<file path="config.mk">
export PLATFORM = sky130hd
export DESIGN_NAME = irq_controller
export DESIGN_NICKNAME = d
export VERILOG_FILES = /design/src/rtl/irq_pkg.sv /design/src/rtl/irq_prio_enc.sv /design/src/rtl/irq_controller.sv
export SDC_FILE = /design/constraint.sdc
export NUM_CORES = 1
export LEC_CHECK = 0
export CAP_MARGIN = 20
export CORE_MARGIN = 4
export CORE_UTILIZATION = 19
export CTS_CLUSTER_SIZE = 14
export DETAILED_ROUTE_END_ITERATION = 7
export GPL_ROUTABILITY_DRIVEN = 0
export PLACE_DENSITY = 0.84
export SETUP_SLACK_MARGIN = 0.15
export SYNTH_ARGS = -nofsm -noshare
export SYNTH_HDL_FRONTEND = slang
export SYNTH_HIERARCHICAL = 1
export SYNTH_SLANG_ARGS = --single-unit
export TNS_END_PERCENT = 30
</file>
<file path="constraint.sdc">
create_clock -name clk -period 1.5 [get_ports clk]
set_input_delay 0.3 -clock clk [delete_from_list [all_inputs] [get_ports clk]]
set_output_delay 0.3 -clock clk [all_outputs]
set_load 0.01 [all_outputs]
</file>
<file path="src/rtl/irq_pkg.sv">
// Shared types and defaults for the interrupt controller.
// Optional feature macro: IRQ_SYNC_EN (two-flop input synchronizer).
package irq_pkg;

    // Request handshake phases: waiting for work, request raised, waiting for ack release.
    typedef enum logic [1:0] {
        IDLE = 2'd0,
        REQ  = 2'd1,
        HOLD = 2'd2
    } irq_state_e;

    // Byte address at which the processor stores the source mask.
    localparam logic [63:0] MASK_ADDR_DEFAULT = 64'h7F8;

endpackage

</file>
<file path="src/rtl/irq_prio_enc.sv">
// Lowest-index-wins priority encoder: reports whether any request is
// present and the index of the lowest-numbered one.
module irq_prio_enc #(
    parameter int NSRC = 4,
    parameter int IDW  = $clog2(NSRC)
) (
    input  logic [NSRC-1:0] req,
    output logic            valid,
    output logic [IDW-1:0]  id
);

    // Scan from the top down so the last hit, the lowest index, wins.
    always_comb begin
        valid = |req;
        id    = '0;
        for (int i = NSRC - 1; i >= 0; i--) begin
            if (req[i]) begin
                id = IDW'(i);
            end
        end
    end

endmodule

</file>
<file path="src/rtl/irq_controller.sv">
// Edge-triggered interrupt controller with a memory-mapped mask and a
// four-phase ExtIRQ/ExtIAck handshake towards the processor.
// Optional feature macro: IRQ_SYNC_EN adds a two-flop synchronizer on irq_src.
//
// Handshake: ExtIRQ rises with irq_id valid and stays stable until the
// processor raises ExtIAck; the served pending bit is cleared on that edge
// and ExtIRQ drops, and no new request is raised until ExtIAck returns low.
module irq_controller
    import irq_pkg::*;
#(
    parameter int            NSRC      = 4,
    parameter int            N         = 64,
    parameter logic [N-1:0]  MASK_ADDR = N'(MASK_ADDR_DEFAULT)
) (
    input  logic                    clk,
    input  logic                    reset,
    input  logic [NSRC-1:0]         irq_src,
    input  logic [N-1:0]            DM_addr,
    input  logic [N-1:0]            DM_writeData,
    input  logic                    DM_writeEnable,
    input  logic                    ExtIAck,
    output logic                    ExtIRQ,
    output logic [$clog2(NSRC)-1:0] irq_id,
    output logic [NSRC-1:0]         pending
);

    localparam int IDW = $clog2(NSRC);

    irq_state_e      state;
    irq_state_e      next_state;
    logic [NSRC-1:0] src_in;
    logic [NSRC-1:0] prev_q;
    logic [NSRC-1:0] pending_q;
    logic [NSRC-1:0] mask_q;
    logic [IDW-1:0]  id_q;
    logic [NSRC-1:0] rise;
    logic [NSRC-1:0] eligible;
    logic [NSRC-1:0] clr;
    logic            win_valid;
    logic [IDW-1:0]  win_id;
    logic            latch_id;
    logic            mask_we;
    logic            ext_irq;
    logic            unused_wdata;

    // Only the low NSRC bits of a mask store are meaningful.
    assign unused_wdata = ^DM_writeData[N-1:NSRC];

`ifdef IRQ_SYNC_EN
    logic [NSRC-1:0] sync1_q;
    logic [NSRC-1:0] sync2_q;

    // Two-flop synchronizer for asynchronous interrupt lines.
    always_ff @(posedge clk or posedge reset) begin
        if (reset) begin
            sync1_q <= '0;
            sync2_q <= '0;
        end else begin
            sync1_q <= irq_src;
            sync2_q <= sync1_q;
        end
    end

    assign src_in = sync2_q;
`else
    assign src_in = irq_src;
`endif

    assign rise     = src_in & ~prev_q;
    assign eligible = pending_q & mask_q;
    assign mask_we  = DM_writeEnable && (DM_addr == MASK_ADDR);

    irq_prio_enc #(
        .NSRC (NSRC),
        .IDW  (IDW)
    ) u_prio (
        .req   (eligible),
        .valid (win_valid),
        .id    (win_id)
    );

    // Handshake sequencing: pick a winner in IDLE, hold it in REQ, wait for ack release in HOLD.
    always_comb begin
        next_state = state;
        latch_id   = 1'b0;
        clr        = '0;
        ext_irq    = 1'b0;
        case (state)
            IDLE: begin
                if (win_valid) begin
                    latch_id   = 1'b1;
                    next_state = REQ;
                end
            end
            REQ: begin
                ext_irq = 1'b1;
                if (ExtIAck) begin
                    clr[id_q]  = 1'b1;
                    next_state = HOLD;
                end
            end
            HOLD: begin
                if (!ExtIAck) begin
                    next_state = IDLE;
                end
            end
            default: next_state = IDLE;
        endcase
    end

    // State, edge sample, pending, mask and latched winner; a new edge beats a same-cycle clear.
    always_ff @(posedge clk or posedge reset) begin
        if (reset) begin
            state     <= IDLE;
            prev_q    <= '0;
            pending_q <= '0;
            mask_q    <= '1;
            id_q      <= '0;
        end else begin
            state     <= next_state;
            prev_q    <= src_in;
            pending_q <= (pending_q & ~clr) | rise;
            if (mask_we) begin
                mask_q <= DM_writeData[NSRC-1:0];
            end
            if (latch_id) begin
                id_q <= win_id;
            end
        end
    end

    // ExtIRQ is decoded from state so reset withdraws it without waiting for a clock.
    assign ExtIRQ  = ext_irq;
    assign irq_id  = id_q;
    assign pending = pending_q;

endmodule

</file>
==> results of run 1 <==
## report_power, final
group | leakage (nW) | internal, mW | switching (mW)
registers | 0.179 | 0.438 | 0.000927
clock network | 0.0288 | 0.233 | 0.147
logic | 0.762 | 0.141 | 0.0637
## worst min path at each step
| stage | endpoint | cells past startpoint |
|---|---|---|
| 6_report | irq_id[0] | 3 |
| 5_1_grt | irq_id[0] | 3 |
| 4_1_cts | prev_q[2] | 3 |
| 3_5_place_dp | pending[2] | 1 |
| 3_3_place_gp | pending[3] | 1 |
| 2_1_floorplan | irq_id[0] | 1 |
## state kept, by name, indices dropped and copies added (netlist names)
signal and count:
state 2, irq_id 2, prev_q 4, pending 4, mask_q 4
## placed cells by master (no fill, tap or decap), types with 2 or more instances in the layout
master and instances:
clkdlybuf4s50_1 20, dlymetal6s2s_1 18, clkbuf_2 17, dlygate4sd2_1 17, dfrtp_1 12, nor4_2 8
inv_1 7, o21ai_0 6, clkdlybuf4s15_1 6, mux2_4 5, clkbuf_8 4, dfstp_2 4
buf_4 4, nand2_1 3, nor4b_4 3, and2_4 3, nand2b_1 3, buf_2 3
and4b_1 2, nand4_1 2
## cell type report
cell class | instances | area (um2) | share of cell area (%)
Tap cell | 50 | 62.56 | 3.300
Sequential cell | 16 | 405.4 | 21.39
Timing Repair Buffer | 86 | 775.7 | 40.92
Inverter | 7 | 26.28 | 1.386
Clock buffer | 4 | 55.05 | 2.904
Multi-Input combinational cell | 57 | 570.5 | 30.10
## repair_timing
item	4_1_cts	5_1_grt
pin swaps	21	22
endpoints found under the setup margin	12	9
resized for setup	73	71
## worst max-delay path, cell delays in order
cell           delay (ns)
dlygate4sd2_1        0.25
nor4_2               0.28
nand4_1              0.18
nor3_4               0.20
nand4_4              0.17
mux2_4               0.34
## logic make-up after synthesis
| group | after synthesis | synth area share, % |
|---|---|---|
| buf+inv | 7 | 3.130 |
| flops | 16 | 48.29 |
| compound gates | 12 | 8.494 |
| simple gates | 40 | 33.38 |
| mux | 5 | 6.706 |
## routing by layer
metal / vias up / GRT usage, %
met3: 13 / 2.432
met1: 455 / 12.53
met4: 0 / 7.708
met2: 38 / 22.15
li1: 477 / -
met5: - / 0
==> flow_metrics.env, run 1 <==
export IMPL_number_of_antenna_violations_at_the_first_check_in_global_routing=0
export IMPL_postPlaceCellArea_um2=1753
export IMPL_timing_reg2reg_worst_path_depth=6
export IMPL_ys_dominant_reg_cell="dfrtp_1"
export IMPL_worst_setup_path_end_kind="flop"
export IMPL_route_antenna_remaining_nets=0
export IMPL_dr_wl_met2_um=1939
export IMPL_finalCoreUtilization_pct=45.74
export IMPL_synth_async_reset_ratio_pct=100.0
export IMPL_fillers=414
export IMPL_m1WireLength_um=1047
export IMPL_max_slew_margin_rel_pct=77.65
export IMPL_die_w_um=74.48
export IMPL_cts_htree_levels=1
export IMPL_run_status="complete, but fails checks"
export IMPL_cts_buffers=3
export IMPL_synth_yosys_seq_area_share_pct=48.29
export IMPL_final_nets=307
export IMPL_post_layout_cell_count=220
export IMPL_report_power_total_mw=1.023
export IMPL_post_synth_instance_area_um2=839.6
export IMPL_violations_in_the_final_reports="negative setup slack"
export IMPL_clkLatencyLatePin_ns=0.25
export IMPL_cts_sink_count=16
export IMPL_startpoint_class_of_the_critical_path="input port"
export IMPL_antennaDiodeCount=0
export IMPL_io_pins=143
export IMPL_vias_per_std_cell=4.468
export IMPL_yosysWarningCount=6
export IMPL_timing_critical_path_fanout_max=4
export IMPL_first_global_vias=1104
export IMPL_hpwl_um=2599
export IMPL_grt_max_degree=17
export IMPL_ys_top_cells_by_area="dfrtp_1, dfstp_2, mux2_1"
export IMPL_core_area_um2=4144
export IMPL_power_ir_vdd_worst_mv=0.3538
export IMPL_die_h_um=74.48
export IMPL_pre_cts_ws_ns=-0.6293
export IMPL_slew_viol_final=0
export IMPL_cts_reportedPaths_clkPinSlew_ns=0.06
export IMPL_dpl_cell_count=216
export IMPL_vias=983
export IMPL_avgRoutedWirePerCell_um=15.30
export IMPL_ys_ff_latch=16
export IMPL_cts_buffer_depth=2
export IMPL_startpoint="DM_addr[53]"
export IMPL_timing_worst_setup_path_type="in -> reg"
export IMPL_timing_reg2reg_setup_slack_ns=0.08
export IMPL_drc=0
export IMPL_postLayoutSetupSlackWorst_ns=-0.04570
export IMPL_final_min_period_over_clock_period_pct=103.0
export IMPL_port_buffers=82
export IMPL_fin_crit_ns=1.546
export IMPL_yosys_top_cells_count="dfrtp_1, inv_1, nor4_1, o21ai_0"
export IMPL_grt_usage_pct=12.14
export IMPL_skew_ns=0.005188
export IMPL_worst_r2r_startpoint="mask_q[2]"
export IMPL_grt_first_pass_wirelength_um=4988
export IMPL_most_frequently_used_cell_type_in_the_post_synthesis_netlist="dfrtp_1"
export IMPL_routed_wirelength_um=3367
export IMPL_r2r_end="irq_id[0]"
export IMPL_tritoncts_clock_tree="done"
export IMPL_setup_tns_after_final_layout_ns=-0.1699
export IMPL_num_rows=23
export IMPL_worstPathArrival_ns=1.72
export IMPL_cp_required_ns=1.68
export IMPL_max_cap_violations=0
export IMPL_cts_post_setup_buffers_inserted=0
export IMPL_rsz0062_at_grt="yes"
export IMPL_post_synth_num_cell_types=25
export IMPL_synth_largest_area_cell="dfrtp_1"
export IMPL_syn_to_final_growth_pct=125.8
export IMPL_synth_enable_flop_cells=0
export IMPL_hold_violations=0
export IMPL_mappedNetlistNets=216
export IMPL_timing_fmax_mhz=647.0
export IMPL_synth_top_cell_area_share_pct=35.77
export IMPL_hold_ws_ns=0.3449
export IMPL_setup_worst_path_end="mask_q[3]"
export IMPL_post_cts_hold_fix_bufs=0
export IMPL_cts_root_buf="clkbuf_8"
export IMPL_number_of_setup_violations_in_the_final_report=4
export IMPL_worst_pin_slew_ns=0.3325
export IMPL_syn_mean_instance_area_um2=10.49
export IMPL_met3WireLength_um=249
export IMPL_power_density_nw_per_um2=539.7
export IMPL_final_area_um2=1896
export IMPL_grt_ovfl_total=0
export IMPL_highest_layer="met4"
export IMPL_drt_initial_drc_count=16
export IMPL_start_util_pct=20.26
export IMPL_drt_pass1_iterations=2
export IMPL_synth_cells=80
export IMPL_floorplan_die_area_um2=5547
export IMPL_drive_above_1_share_pct=38.24
export IMPL_power_static_leakage_nw=0.9691
export IMPL_timing_hold_worst_class="in -> async"
(Power assumes the default switching activity.)
==> run 2, diff against run 1 <==
--- a/config.mk
+++ b/config.mk
@@ -11,8 +11,9 @@
 export CTS_CLUSTER_SIZE = 14
 export DETAILED_ROUTE_END_ITERATION = 7
 export GPL_ROUTABILITY_DRIVEN = 0
-export PLACE_DENSITY = 0.84
+export PLACE_DENSITY = 0.76
 export SETUP_SLACK_MARGIN = 0.15
+export SLEW_MARGIN = 10
 export SYNTH_ARGS = -nofsm -noshare
 export SYNTH_HDL_FRONTEND = slang
 export SYNTH_HIERARCHICAL = 1
==> run 2 against run 1 <==
Against the previous run: the flow still finishes with violations (negative setup slack); sequential power is essentially flat; power shrank 0.71%; combinational power shrank 3%; flip-flop and latch count is the same; die area is the same; critical path type unchanged; critical endpoint unchanged; highest routed layer unchanged.
==> flow_metrics.env, run 2 (synthesis gave the netlist of run 1 again) <==
export IMPL_run_status="complete, but fails checks"
export IMPL_violations_in_the_final_reports="negative setup slack"
export IMPL_timing_worst_setup_path_type="in -> reg"
export IMPL_cts_buffers=3
export IMPL_first_global_vias=1104
export IMPL_number_of_antenna_violations_at_the_first_check_in_global_routing=0
export IMPL_number_of_setup_violations_in_the_final_report=1
export IMPL_max_slew_margin_rel_pct=76.70
export IMPL_die_h_um=74.48
export IMPL_grt_usage_pct=11.52
export IMPL_startpoint="DM_addr[44]"
export IMPL_rsz0062_at_grt="yes"
export IMPL_route_antenna_remaining_nets=0
export IMPL_fillers=417
export IMPL_core_area_um2=4144
export IMPL_num_rows=23
export IMPL_power_ir_vdd_worst_mv=0.3521
export IMPL_worst_pin_slew_ns=0.3467
export IMPL_final_area_um2=1838
export IMPL_syn_to_final_growth_pct=118.9
export IMPL_antennaDiodeCount=0
export IMPL_crit_path_max_incr_delay_ns=0.34
export IMPL_grt_first_pass_wirelength_um=4864
export IMPL_cts_reportedPaths_clkPinSlew_ns=0.06
export IMPL_drt_pass1_iterations=3
export IMPL_cts_htree_levels=1
export IMPL_grt_ovfl_total=0
export IMPL_start_util_pct=20.26
export IMPL_hold_ws_ns=0.3499
export IMPL_cts_root_buf="clkbuf_8"
export IMPL_drc=0
export IMPL_most_frequent_standard_cell_in_the_layout_excluding_fill_and_tap_cells="dlygate4sd2_1"
export IMPL_vias_per_std_cell=4.277
export IMPL_report_power_total_mw=1.016
export IMPL_routed_wirelength_um=3047
export IMPL_hpwl_um=2592
export IMPL_vias=941
export IMPL_max_cap_violations=0
export IMPL_worst_setup_path_end_kind="flop"
export IMPL_slew_viol_final=0
export IMPL_floorplan_die_area_um2=5547
export IMPL_io_pins=143
export IMPL_postLayoutSetupSlackWorst_ns=-0.002132
export IMPL_final_min_period_over_clock_period_pct=100.1
export IMPL_cts_sink_count=16
export IMPL_cpMaxStageDelayCell="mux2_4"
export IMPL_timing_critical_path_fanout_max=4
export IMPL_critical_path_cell_chain="clkdlybuf4s15_1 > nor4_2 > nand4_1 > nor3_2 > nand4_4 > mux2_4"
export IMPL_timing_reg2reg_setup_slack_ns=0.10
export IMPL_fin_crit_ns=1.502
export IMPL_worst_r2r_startpoint="mask_q[2]"
export IMPL_grt_max_degree=17
export IMPL_tritoncts_clock_tree="done"
export IMPL_power_static_leakage_nw=0.8322
export IMPL_drt_initial_drc_count=13
export IMPL_final_nets=307
export IMPL_timing_reg2reg_worst_path_depth=6
export IMPL_timing_hold_worst_class="in -> async"
export IMPL_skew_ns=0.002827
export IMPL_postPlaceCellArea_um2=1753
export IMPL_cp_required_ns=1.67
export IMPL_clkLatencyLatePin_ns=0.25
export IMPL_worstPathArrival_ns=1.68
export IMPL_die_w_um=74.48
export IMPL_startpoint_class_of_the_critical_path="input port"
export IMPL_avgRoutedWirePerCell_um=13.85
export IMPL_hold_violations=0
export IMPL_post_cts_hold_fix_bufs=0
export IMPL_r2r_end="irq_id[0]"
export IMPL_drive_above_1_share_pct=33.53
export IMPL_highest_count_cells_in_the_layout_ignoring_fill_and_taps="dlygate4sd2_1, clkdlybuf4s50_1, clkdlybuf4s15_1"
export IMPL_port_buffers=82
export IMPL_timing_fmax_mhz=665.7
export IMPL_cts_buffer_depth=2
export IMPL_power_density_nw_per_um2=552.7
-- run 2: cell count changes in the layout (fill, tap and decap cells not counted), sizes merged --
cell           previous run  this run
clkdlybuf4s15             6        15
dlygate4sd2              17        25
dlymetal6s2s             18         4
clkbuf                   21        18
-- run 2: final cells by class --
cell class / count / area (um2) / share of cell area (%)
repair buffers: 86 / 752.0 / 40.91
multi-input cells: 57 / 536.8 / 29.20
flip-flops and latches: 16 / 405.4 / 22.06
well taps: 50 / 62.56 / 3.404
clock buffers: 4 / 55.05 / 2.995
inverters: 7 / 26.28 / 1.430
-- run 2: timing repair --
| action | CTS | global route |
|---|---|---|
| gates resized for setup | 90 | 51 |
| buffers inserted | 0 | 0 |
| pin swaps | 24 | 20 |
| endpoints found under the setup margin | 12 | 9 |
-- run 2: worst max-delay path: cells and delay by family --
kind          cells  cell delay (ns)
simple gates      4             0.86
mux               1             0.34
buf+inv           1             0.18
-- run 2: worst max-delay path by stage --
| stage | end | slack (ns) | cells after the start |
|---|---|---|---|
| 2_1_floorplan | mask_q[0] | -0.04 | 4 |
| 3_3_place_gp | mask_q[2] | -0.58 | 6 |
| 3_5_place_dp | mask_q[3] | -0.61 | 6 |
| 4_1_cts | mask_q[3] | -0.07 | 5 |
| 5_1_grt | mask_q[3] | -0.09 | 6 |
| 6_report | mask_q[3] | -0.002 | 6 |
-- run 2: metrics by stage --
stage	setup slack [ns]	setup TNS, ns	instances	utilization, %
after floorplan	-0.03906	-0.1562	80	-
after global placement	-0.5778	-2.307	216	42.30
after detailed placement	-0.6078	-2.386	216	42.30
after CTS	-0.07484	-0.2751	220	44.14
after global routing	-0.08696	-0.3343	220	44.35
final	-0.002132	-0.002132	220	44.35
-- run 2: where the power goes --
group	switching (mW)	internal, mW
combinational	0.0594	0.139
clock	0.146	0.233
sequential	0.00110	0.438
-- run 2: per-layer routing --
metal / part of all wire, % / vias to the layer above / global-route usage [%] / routed length, um
met5: 0 / - / 0 / 0
met4: 1.3 / 0 / 3.360 / 40
met3: 8.4 / 5 / 2.973 / 256
met2: 54 / 30 / 21.27 / 1658
met1: 36 / 429 / 12.93 / 1091
li1: - / 477 / - / -
==> run 3, diff against run 2 <==
--- a/config.mk
+++ b/config.mk
@@ -12,8 +12,8 @@
 export DETAILED_ROUTE_END_ITERATION = 7
 export GPL_ROUTABILITY_DRIVEN = 0
 export PLACE_DENSITY = 0.76
+export REMOVE_ABC_BUFFERS = 1
 export SETUP_SLACK_MARGIN = 0.15
-export SLEW_MARGIN = 10
 export SYNTH_ARGS = -nofsm -noshare
 export SYNTH_HDL_FRONTEND = slang
 export SYNTH_HIERARCHICAL = 1
==> results of run 3 <==
Final layout, timing and power as in run 2 (identical DEF).
